File: src/rtl/vseg_capture.sv
// -----------------------------------------------------------------------------
// vseg_capture
// Observes a multiplexed, active-low 4-digit 7-segment display bus and
// recovers the hex value shown on each digit. A digit is accepted once the
// same {anode, segment} pattern has been seen on STABLE_CYC consecutive
// qualified samples (exactly one anode enabled).
//
// Optional feature: define VSEG_CAPTURE_ERR_EN to flag undecodable segment
// patterns on err. Without it, err is tied 0 and such patterns act as blank.
//
// Ports:
//   clk        rising-edge clock
//   rst_L      asynchronous active-low reset
//   seg_L      observed cathodes, active low, {g,f,e,d,c,b,a}
//   anode_L    observed digit enables, active low, bit i = digit i
//   clr        synchronous clear of captured digits/valid/err/upd
//   digits     captured hex values, digit i in [4i+3:4i]
//   dig_valid  digit i holds an accepted non-blank value
//   upd        one-cycle pulse per acceptance
//   upd_idx    index of the accepted digit, valid while upd = 1
//   err        sticky undecodable-pattern flag
// -----------------------------------------------------------------------------
module vseg_capture #(
    parameter int STABLE_CYC = 4
) (
    input  logic        clk,
    input  logic        rst_L,
    input  logic [6:0]  seg_L,
    input  logic [3:0]  anode_L,
    input  logic        clr,
    output logic [15:0] digits,
    output logic [3:0]  dig_valid,
    output logic        upd,
    output logic [1:0]  upd_idx,
    output logic        err
);

`ifdef VSEG_CAPTURE_ERR_EN
    localparam bit ERR_EN = 1'b1;
`else
    localparam bit ERR_EN = 1'b0;
`endif

    // Acceptance fires on the sample that moves the count from STABLE_CYC-1
    // to STABLE_CYC, so a saturated counter never re-triggers.
    localparam logic [7:0] ACC_PREV = 8'(STABLE_CYC - 1);

    logic [6:0]  seg_meta_reg, seg_sync_reg;
    logic [3:0]  an_meta_reg, an_sync_reg;
    logic [10:0] samp_prev_reg;
    logic [7:0]  cnt_reg, cnt_next;
    logic        upd_reg, upd_next;
    logic [1:0]  upd_idx_reg;

    logic [3:0]  an_act;
    logic        qualified, same;
    logic        accept;
    logic [1:0]  acc_idx;
    logic [6:0]  pat;
    logic [3:0]  hex_val;
    logic        hex_hit, blank;

    // Synchronizers idle at all-ones (display dark), matching the reset value
    // of the previous-sample register.
    always_ff @(posedge clk or negedge rst_L) begin
        if (!rst_L) begin
            seg_meta_reg  <= '1;
            seg_sync_reg  <= '1;
            an_meta_reg   <= '1;
            an_sync_reg   <= '1;
            samp_prev_reg <= '1;
            cnt_reg       <= '0;
        end else begin
            seg_meta_reg  <= seg_L;
            seg_sync_reg  <= seg_meta_reg;
            an_meta_reg   <= anode_L;
            an_sync_reg   <= an_meta_reg;
            samp_prev_reg <= {an_sync_reg, seg_sync_reg};
            cnt_reg       <= cnt_next;
        end
    end

    assign an_act    = ~an_sync_reg;
    assign qualified = (an_act != 4'd0) && ((an_act & (an_act - 4'd1)) == 4'd0);
    // A zero count means the previous sample was unqualified, so it never
    // counts as a continuation even if the bits happen to match.
    assign same      = (cnt_reg != 8'd0) && ({an_sync_reg, seg_sync_reg} == samp_prev_reg);

    always_comb begin
        cnt_next = 8'd0;
        if (qualified) begin
            if (!same)
                cnt_next = 8'd1;
            else if (cnt_reg != 8'hFF)
                cnt_next = cnt_reg + 8'd1;
            else
                cnt_next = cnt_reg;
        end
    end

    assign accept = qualified && same && (cnt_reg == ACC_PREV);

    always_comb begin
        acc_idx = 2'd0;
        case (an_act)
            4'b0010: acc_idx = 2'd1;
            4'b0100: acc_idx = 2'd2;
            4'b1000: acc_idx = 2'd3;
            default: acc_idx = 2'd0;
        endcase
    end

    assign pat   = ~seg_sync_reg;
    assign blank = (pat == 7'h00);

    always_comb begin
        hex_hit = 1'b1;
        hex_val = 4'h0;
        case (pat)
            7'h3F: hex_val = 4'h0;
            7'h06: hex_val = 4'h1;
            7'h5B: hex_val = 4'h2;
            7'h4F: hex_val = 4'h3;
            7'h66: hex_val = 4'h4;
            7'h6D: hex_val = 4'h5;
            7'h7D: hex_val = 4'h6;
            7'h07: hex_val = 4'h7;
            7'h7F: hex_val = 4'h8;
            7'h6F: hex_val = 4'h9;
            7'h77: hex_val = 4'hA;
            7'h7C: hex_val = 4'hB;
            7'h39: hex_val = 4'hC;
            7'h5E: hex_val = 4'hD;
            7'h79: hex_val = 4'hE;
            7'h71: hex_val = 4'hF;
            default: hex_hit = 1'b0;
        endcase
    end

    // Undecodable patterns only suppress the pulse when they are being flagged.
    assign upd_next = accept && (hex_hit || blank || !ERR_EN);

    always_ff @(posedge clk or negedge rst_L) begin
        if (!rst_L) begin
            upd_reg     <= 1'b0;
            upd_idx_reg <= 2'd0;
        end else if (clr) begin
            upd_reg     <= 1'b0;
        end else begin
            upd_reg <= upd_next;
            if (accept)
                upd_idx_reg <= acc_idx;
        end
    end

    generate
        for (genvar gi = 0; gi < 4; gi++) begin : g_digit
            logic [3:0] val_reg;
            logic       vld_reg;
            always_ff @(posedge clk or negedge rst_L) begin
                if (!rst_L) begin
                    val_reg <= 4'h0;
                    vld_reg <= 1'b0;
                end else if (clr) begin
                    val_reg <= 4'h0;
                    vld_reg <= 1'b0;
                end else if (accept && (acc_idx == 2'(gi))) begin
                    // Blank and undecodable patterns keep the old value but
                    // mark the digit as not holding anything.
                    if (hex_hit)
                        val_reg <= hex_val;
                    vld_reg <= hex_hit;
                end
            end
            assign digits[4*gi +: 4] = val_reg;
            assign dig_valid[gi]     = vld_reg;
        end
    endgenerate

`ifdef VSEG_CAPTURE_ERR_EN
    logic err_reg;
    always_ff @(posedge clk or negedge rst_L) begin
        if (!rst_L)
            err_reg <= 1'b0;
        else if (clr)
            err_reg <= 1'b0;
        else if (accept && !hex_hit && !blank)
            err_reg <= 1'b1;
    end
    assign err = err_reg;
`else
    assign err = 1'b0;
`endif

    assign upd     = upd_reg;
    assign upd_idx = upd_idx_reg;

endmodule

File: config.mk
export PLATFORM = sky130hd
export DESIGN_NAME = vseg_capture
export DESIGN_NICKNAME = d
export VERILOG_FILES = /design/src/rtl/vseg_capture.sv
export SDC_FILE = /design/constraint.sdc
export NUM_CORES = 1
export LEC_CHECK = 0
export CAP_MARGIN = 10
export CORE_ASPECT_RATIO = 2
export CORE_MARGIN = 2
export CORE_UTILIZATION = 55
export CTS_CLUSTER_DIAMETER = 60
export DETAILED_ROUTE_END_ITERATION = 10
export PLACE_DENSITY_LB_ADDON = 0.2
export SLEW_MARGIN = 20
export SYNTH_ARGS = -nofsm -noshare
export SYNTH_HDL_FRONTEND = slang
export SYNTH_SLANG_ARGS = --single-unit
File: constraint.sdc
create_clock -name clk -period 2.72 [get_ports clk]
set_input_delay 0.544 -clock clk [delete_from_list [all_inputs] [get_ports clk]]
set_output_delay 0.544 -clock clk [all_outputs]
set_load 0.02 [all_outputs]
==> results of run 1 <==
==> metal layers <==
| layer | vias up | track usage, % | wire length [microns] |
|---|---|---|---|
| met5 | - | 0 | 0 |
| met4 | 0 | 12.3 | 224 |
| met3 | 19 | 4.78 | 172 |
| met2 | 47 | 38.7 | 3290 |
| met1 | 1030 | 23.5 | 2330 |
| li1 | 1013 | - | - |
==> final timing paths <==
path,startpoint,endpoint
max in group asynchronous,rst_L,an_meta_reg[1]
min in group clk,an_meta_reg[3],an_sync_reg[3]
worst max-delay path,seg_sync_reg[2],upd_idx[1]
worst max register to register,seg_sync_reg[2],upd_idx[1]
worst min-delay path,rst_L,cnt_reg[4]
worst min register to register,an_meta_reg[3],an_sync_reg[3]
==> where the power goes <==
group	internal, mW	leakage, nW	total [mW]	switching [mW]
sequential	0.999	0.779	1.04	0.0407
combinational	0.0621	0.670	0.129	0.0673
clock	0.358	0.0926	0.729	0.371
==> layout by cell type, fill, tap and decap left out, types with 3 or more instances in the layout <==
master	instances
nor3b_1	3
nor4_1	5
xnor2_1	12
and3_1	9
nand4_1	5
dfstp_2	33
nand2b_1	28
nor2b_1	3
inv_1	3
clkbuf_8	10
clkdlybuf4s50_1	35
a21oi_1	7
nor3_1	9
nor2_1	17
o22ai_1	4
o21ai_0	3
dfrtp_1	31
nand3_1	8
nand2_1	7
a21boi_0	4
xor2_1	6
mux2i_1	15
==> stage by stage <==
step           setup WS, ns  area, sq um  hold slack, ns
3_3_place_gp          0.517         3450           0.345
5_1_grt               0.263         3630           0.306
6_report              0.476         3630           0.255
2_1_floorplan         0.704         3110           0.248
3_5_place_dp          0.469         3450           0.347
4_1_cts               0.456         3630           0.263
==> final cells by class <==
class,count,area share [%]
inverters,3,0.310
multi-input cells,185,36.9
well taps,60,2.07
clock inverters,6,1.20
flip-flops and latches,64,45.2
repair buffers,38,10.5
clock buffers,10,3.79
==> cell families after synthesis <==
logic type,after synthesis
AO/OA/AOI/OAI,35
XOR/XNOR,18
adder cells (fa/ha/maj),2
buffers and inverters,21
flip-flops,64
multiplexers,17
other,1
AND/OR/NAND/NOR,112
==> worst max-delay path, cell delays in order (launching register included) <==
cell	delay, ns
dfstp_2	0.71
xnor2_1	0.19
nand4_1	0.18
nor3_4	0.30
nand3_4	0.17
nor3_4	0.24
mux2_1	0.34
==> results.cfg, run 1 <==
[finish]
nets = 317
area_growth_pct = 16.8
drive_gt1_share_pct = 21.2
largest_reg_flops = 16
utilization_pct = 67.1
stdcell_count = 366
fillers = 434
multi_input_area_sq_um = 1340
num_antenna_cells = 0
ff_latch_area_sq_um = 1640

[critical_path]
r2r_slack_ns = 0.48
worst_ep_arrival_time_ns = 2.47
reg2reg_depth = 6
worst_setup_path_start_kind = flip-flop
worstPathRequired_ns = 2.94
path_max_fanout = 14
endpoint_kind = flip-flop
crit_type = flip-flop to flip-flop

[sta]
tns_ns = 0
setup_viol = 0
fin_crit_sh_pct = 82.5
fmax_ghz = 0.446
rsz0062_at_grt = false
slew_viol_final = 0
finClkSkew_ns = 0.00860
worst_slew_pin_slew_ns = 0.727
layout_min_cycle_time_ns = 2.24
finalHoldViolations = 0
slew_headroom_pct = 51.6

[route]
drtAntennaViolNets = 0
via_per_inst = 5.76
routed_wl_mm = 6.02
dr_total_vias = 2109
wire_per_inst_microns = 16.4
drt-initial-drc-count = 97
dr.pass1.iters = 4
drc = 0

[logic_synthesis]
ys_top_cells_by_area = dfstp_2 28%, dfrtp_1 25%, nand2b_1 5.6%, mux2i_1 4.8%, xnor2_1 3.4%
synth.net_count = 286
syn_area_sq_um = 3110
synth-xor-area-share_pct = 5.06
yosysWarnings = 0
yosysMostFrequentCell = dfstp_2
yosys.area_share.adder_pct = 0.804
synth_area_per_cell_sq_um = 11.5
yosys.area_share.simple_pct = 22.6
netlist_instances = 270
synth_compound_area_share_pct = 8.96
synth_flop_cell = dfstp_2
synth_top_area_share_pct = 27.9
synth_top_family_by_area = simple AND/OR/NAND/NOR gates
synth_cell_types = 55
synthMuxAreaShare_pct = 5.55
async_reset_ff_share_pct = 100
synth_top_cell_by_area = dfstp_2
synth-seq-area-share_pct = 52.8
synth_edf_count = 0
ys_top_cells_by_count = 33 x dfstp_2, 31 x dfrtp_1, 28 x nand2b_1
ys_ff_latch = 64

[clocking]
htreeDepth = 3
postCtsHoldBufs = 0
numCtsBuffers = 9
cts_tree = done
clk_pin_slew_ns = 0.07
cts_resized = 0
post-cts-setup-buffer-count = 0
clkSinkCount = 64
clockBufferDepth = 2
root_buffer = clkbuf_8
clock_latency_ns = 0.34

[global_route]
antenna_found_initial = 0
grt-ovfl-total = 0
first_global_vias = 2223
grt_use_total_pct = 21.8
grt_pass1_wl_mm = 10.4
grt_max_degree = 36

[floorplanning]
start_util_pct = 57.4
pin_count = 38
dieArea_sq_um = 6310
die_w_microns = 57.2
rows = 38
dieHeight_microns = 110
core-area_sq_um = 5420

[power]
power_mw = 1.90
power.density_nw_per_um2 = 522
p_leak_nw = 1.54
ir_drop_uv = 666

[placement]
port_buffers = 36
hpwl_mm = 4.49
gp_congestion = 0.880
placed_cells = 350

[outcome]
outcome = finished, final reports clean

[hold_path]
hold_class = primary input to async pin

[job]
max-cap-violations = 0
No activity file was read; power rests on OpenSTA's default activity.
==> run 2: changes to the inputs <==
CORE_UTILIZATION = 50   (was 55)
clock period = 1.8 ns   (was 2.72 ns; I/O delays follow)
==> results.cfg, run 2 (synthesis gave the netlist of run 1 again) <==
[finish]
nets = 377
final_common_cell = buf_4
area_growth_pct = 43.5
fin_area_sq_um = 4470
stdcell_count = 429
drive_gt1_share_pct = 40.7
largest_reg_flops = 16
utilization_pct = 74.4
layout_common_cells = 53 x buf_4, 35 x clkdlybuf4s50_1, 33 x dfstp_2, 31 x dfrtp_1, 27 x nand2b_1
num_antenna_cells = 0

[clocking]
clkSinkCount = 64
clk_pin_slew_ns = 0.05
numCtsBuffers = 9
postCtsHoldBufs = 0
cts_tree = done
htreeDepth = 3
clock_latency_ns = 0.33
clockBufferDepth = 2
root_buffer = clkbuf_16

[critical_path]
worst_ep_arrival_time_ns = 2.29
worst_setup_path_start_kind = flip-flop
crit_type = flip-flop to flip-flop
crit_slowest_cell = dfstp_2
reg2reg_from = seg_sync_reg[3]
worstPathRequired_ns = 2.05
crit_start = seg_sync_reg[3]
endpoint_kind = flip-flop
crit_chain = buf_12 -> nand2b_1 -> nor4_1 -> o31ai_4 -> o311ai_4 -> and4_4 -> mux2i_1
max_stage_delay_ns = 0.60
path_max_fanout = 5

[route]
dr.pass1.iters = 4
drc = 0
drt-initial-drc-count = 108
routed_wl_mm = 7.20
drtAntennaViolNets = 0
wire_per_inst_microns = 16.8
via_per_inst = 5.62
dr_total_vias = 2412

[sta]
layout_min_cycle_time_ns = 2.04
slew_viol_final = 0
finalHoldViolations = 0
tns_ns = -4.38
setup_viol = 22
fin_ws_ns = -0.240
rsz0062_at_grt = true
fmax_ghz = 0.490
fin_crit_sh_pct = 113
finClkSkew_ns = 0.00614

[global_route]
grt_max_degree = 65
grt_pass1_wl_mm = 12.4
first_global_vias = 2593
antenna_found_initial = 0
grt-ovfl-total = 0
grt_use_total_pct = 24.3

[floorplanning]
pin_count = 38
core-area_sq_um = 6010
start_util_pct = 51.8
dieArea_sq_um = 6910
rows = 40
dieHeight_microns = 116
die_w_microns = 59.8

[power]
ir_drop_uv = 703
p_leak_nw = 1.94
power.density_nw_per_um2 = 816

[job]
max-cap-violations = 0

[outcome]
violations = setup timing
outcome = complete, but fails checks

[placement]
placed_cells = 404
port_buffers = 36
hpwl_mm = 5.16
placed_cell_area_sq_um = 3940
gp_congestion = 0.874

[hold_path]
hold_class = primary input to async pin
[run 2: cell types whose count changed in the layout (fill, tap and decap cells not counted), moves of 4 or more]
cell       before  now
buf_4           1   53
buf_12          1    6
nor3_2          1    5
clkbuf_16       0   10
clkbuf_8       10    0
nor3_1          9    5
[run 2: worst max-delay path, delay by kind of cell (launching register included)]
family	cells	cell delay (ns)
AOI/OAI and AO/OA	2	0.29
and+or+nand+nor	3	0.77
DFF	1	0.60
buffers and inverters	1	0.12
muxes	1	0.17
[run 2: layer usage]
metal	GRT usage [%]	share of wire, %	wire [microns]	vias to the layer above
li1	-	-	-	1134
met1	25.0	35	2520	1187
met2	43.7	58	4200	67
met3	5.58	3.0	214	24
met4	12.6	3.7	270	0
met5	0	0	0	-
[run 2: repair_timing]
action	in CTS	in global routing
setup endpoints to repair	26	28
gates resized for setup	13	17
setup buffers	5	5
pin swaps	12	10
[run 2: final cells by class]
cell class                 count  area (sq um)
sequential                    64          1640
fill                         403          1540
multi-input combinational    185          1520
timing repair buffer          98           907
clock buffer                  12           258
tap                           63          78.8
clock inverter                 4          51.3
inverter                       3          11.3
[run 2: per-stage QoR]
step / worst slack (ns) / hold WS, ns / power [mW]
floorplan: -0.176 / 0.0644 / 1.71
global placement: -0.248 / 0.346 / 1.87
detailed placement: -0.273 / 0.348 / 1.87
CTS: -0.205 / 0.0439 / 3.66
global route: -0.355 / 0.0606 / 3.78
finish: -0.240 / 0.0246 / 3.65
[run 2: report_power, final]
| group | internal, mW | switching [mW] |
|---|---|---|
| registers | 1.51 | 0.0332 |
| logic | 0.172 | 0.166 |
| clock network | 1.16 | 0.607 |
[run 2: final timing paths]
| check | cells past startpoint | slack, ns | to |
|---|---|---|---|
| worst min register to register | 0 | 0.35 | an_sync_reg[0] |
| worst max register to register | 7 | -0.24 | g_digit[2].val_reg[1] |
| max in group asynchronous | 2 | 1.45 | samp_prev_reg[3] |
| min in group clk | 0 | 0.35 | an_sync_reg[0] |
| worst max-delay path | 7 | -0.24 | g_digit[2].val_reg[1] |
| worst min-delay path | 2 | 0.02 | cnt_reg[1] |
==> run 3: changes to the inputs <==
CORE_UTILIZATION = 55   (was 50)
clock period = 2.2 ns   (was 1.8 ns; I/O delays follow)
==> results.cfg, run 3 (synthesis gave the netlist of run 1 again) <==
[floorplanning]
core-area_sq_um = 5420
pin_count = 38
start_util_pct = 57.4
rows = 38
dieHeight_microns = 110
die_w_microns = 57.2
dieArea_sq_um = 6310

[sta]
tns_ns = 0
finClkSkew_ns = 0.0130
layout_min_cycle_time_ns = 2.05
setup_viol = 0
fmax_ghz = 0.487
rsz0062_at_grt = false
slew_viol_final = 0
slew_headroom_pct = 62.7
finalHoldViolations = 0
worst_slew_pin_slew_ns = 0.559
fin_crit_sh_pct = 93.4

[global_route]
grt_max_degree = 26
antenna_found_initial = 0
first_global_vias = 2259
grt_use_total_pct = 22.8
grt_pass1_wl_mm = 10.6
grt-ovfl-total = 0

[clocking]
numCtsBuffers = 9
cts_tree = done
clockBufferDepth = 2
htreeDepth = 3
root_buffer = clkbuf_8
clk_pin_slew_ns = 0.08
clock_latency_ns = 0.35
clkSinkCount = 64

[route]
drc = 0
dr.pass1.iters = 5
via_per_inst = 5.68
drtAntennaViolNets = 0
drt-initial-drc-count = 104
dr_total_vias = 2200
routed_wl_mm = 6.47
wire_per_inst_microns = 16.7

[finish]
final_common_cell = clkdlybuf4s50_1
nets = 338
layout_common_cells = 35 x clkdlybuf4s50_1, 33 x dfstp_2, 31 x dfrtp_1, 28 x nand2b_1, 23 x buf_4
num_antenna_cells = 0
area_growth_pct = 22.4
largest_reg_flops = 16
drive_gt1_share_pct = 26.9
stdcell_count = 387

[placement]
port_buffers = 36
hpwl_mm = 4.68
gp_congestion = 0.905
placed_cells = 365

[outcome]
outcome = finished, final reports clean

[critical_path]
path_max_fanout = 9
worst_setup_path_start_kind = flip-flop
worst_ep_arrival_time_ns = 2.28
crit_type = flip-flop to flip-flop
worstPathRequired_ns = 2.43
endpoint_kind = flip-flop

[power]
power.density_nw_per_um2 = 648
ir_drop_uv = 795
p_leak_nw = 1.64

[hold_path]
hold_class = primary input to async pin

[job]
max-cap-violations = 0
-- run 3: changes by cell type in the layout (fill, tap and decap cells not counted), sizes merged --
cell | previous run | this run
clkinv | 1 | 2
clkinvlp | 1 | 3
buf | 63 | 24
inv | 4 | 3
clkbuf | 12 | 10
-- run 3: timing repair --
action / 4_1_cts / 5_1_grt
resized for setup: 0 / 3
hold buffers: 0 / 0
setup buffers: 0 / 6
setup endpoints to repair: 0 / 17
-- run 3: per-layer routing --
layer | vias up | global-route usage, % | part of all wire (%)
li1 | 1053 | - | -
met1 | 1082 | 22.7 | 36
met2 | 49 | 42.1 | 58
met3 | 16 | 4.67 | 2.9
met4 | 0 | 14.0 | 3.0
met5 | - | 0 | 0
-- run 3: report_power, final --
part / total [mW] / internal [mW] / switching (mW)
Combinational: 0.204 / 0.0977 / 0.107
Clock: 0.996 / 0.526 / 0.470
Sequential: 1.27 / 1.23 / 0.0361
-- run 3: path summary, 6_finish.rpt --
check                                 from                    end  slack (ns)  depth (start not counted)
max                        seg_sync_reg[0]  g_digit[1].val_reg[3]        0.15                          6
min in group clk            an_meta_reg[2]         an_sync_reg[2]        0.34                          0
max in group asynchronous            rst_L        seg_meta_reg[4]        1.38                          2
max reg2reg                seg_sync_reg[0]  g_digit[1].val_reg[3]        0.15                          6
min reg2reg                 an_meta_reg[2]         an_sync_reg[2]        0.34                          0
min                                  rst_L             cnt_reg[3]        0.07                          1
-- run 3: per-stage QoR --
step / util [%] / hold WS (ns) / total power, mW / cell area, sq um / setup WS, ns
3_3_place_gp: 65.6 / 0.345 / 1.48 / 3550 / 0.129
2_1_floorplan: - / 0.144 / 1.40 / 3110 / 0.184
5_1_grt: 70.3 / 0.102 / 2.57 / 3810 / 0.00109
4_1_cts: 69.2 / 0.0696 / 2.48 / 3750 / 0.0585
6_report: 70.3 / 0.0654 / 2.47 / 3810 / 0.146
3_5_place_dp: 65.6 / 0.347 / 1.48 / 3550 / 0.0700
-- run 3: cell type report --
cell class              instances  area [sq um]
repair buffers                 59           528
inverters                       3          11.3
clock inverters                 6          70.1
flip-flops and latches         64          1640
multi-input cells             185          1360
fillers                       404          1610
well taps                      60          75.1
clock buffers                  10           128
-- run 3: worst max-delay path: stages, from the launching register on --
cell,delay (ns)
dfstp_2,0.62
nor4bb_2,0.34
a311oi_2,0.09
o311ai_4,0.41
buf_4,0.19
nand4_2,0.14
mux2i_1,0.15
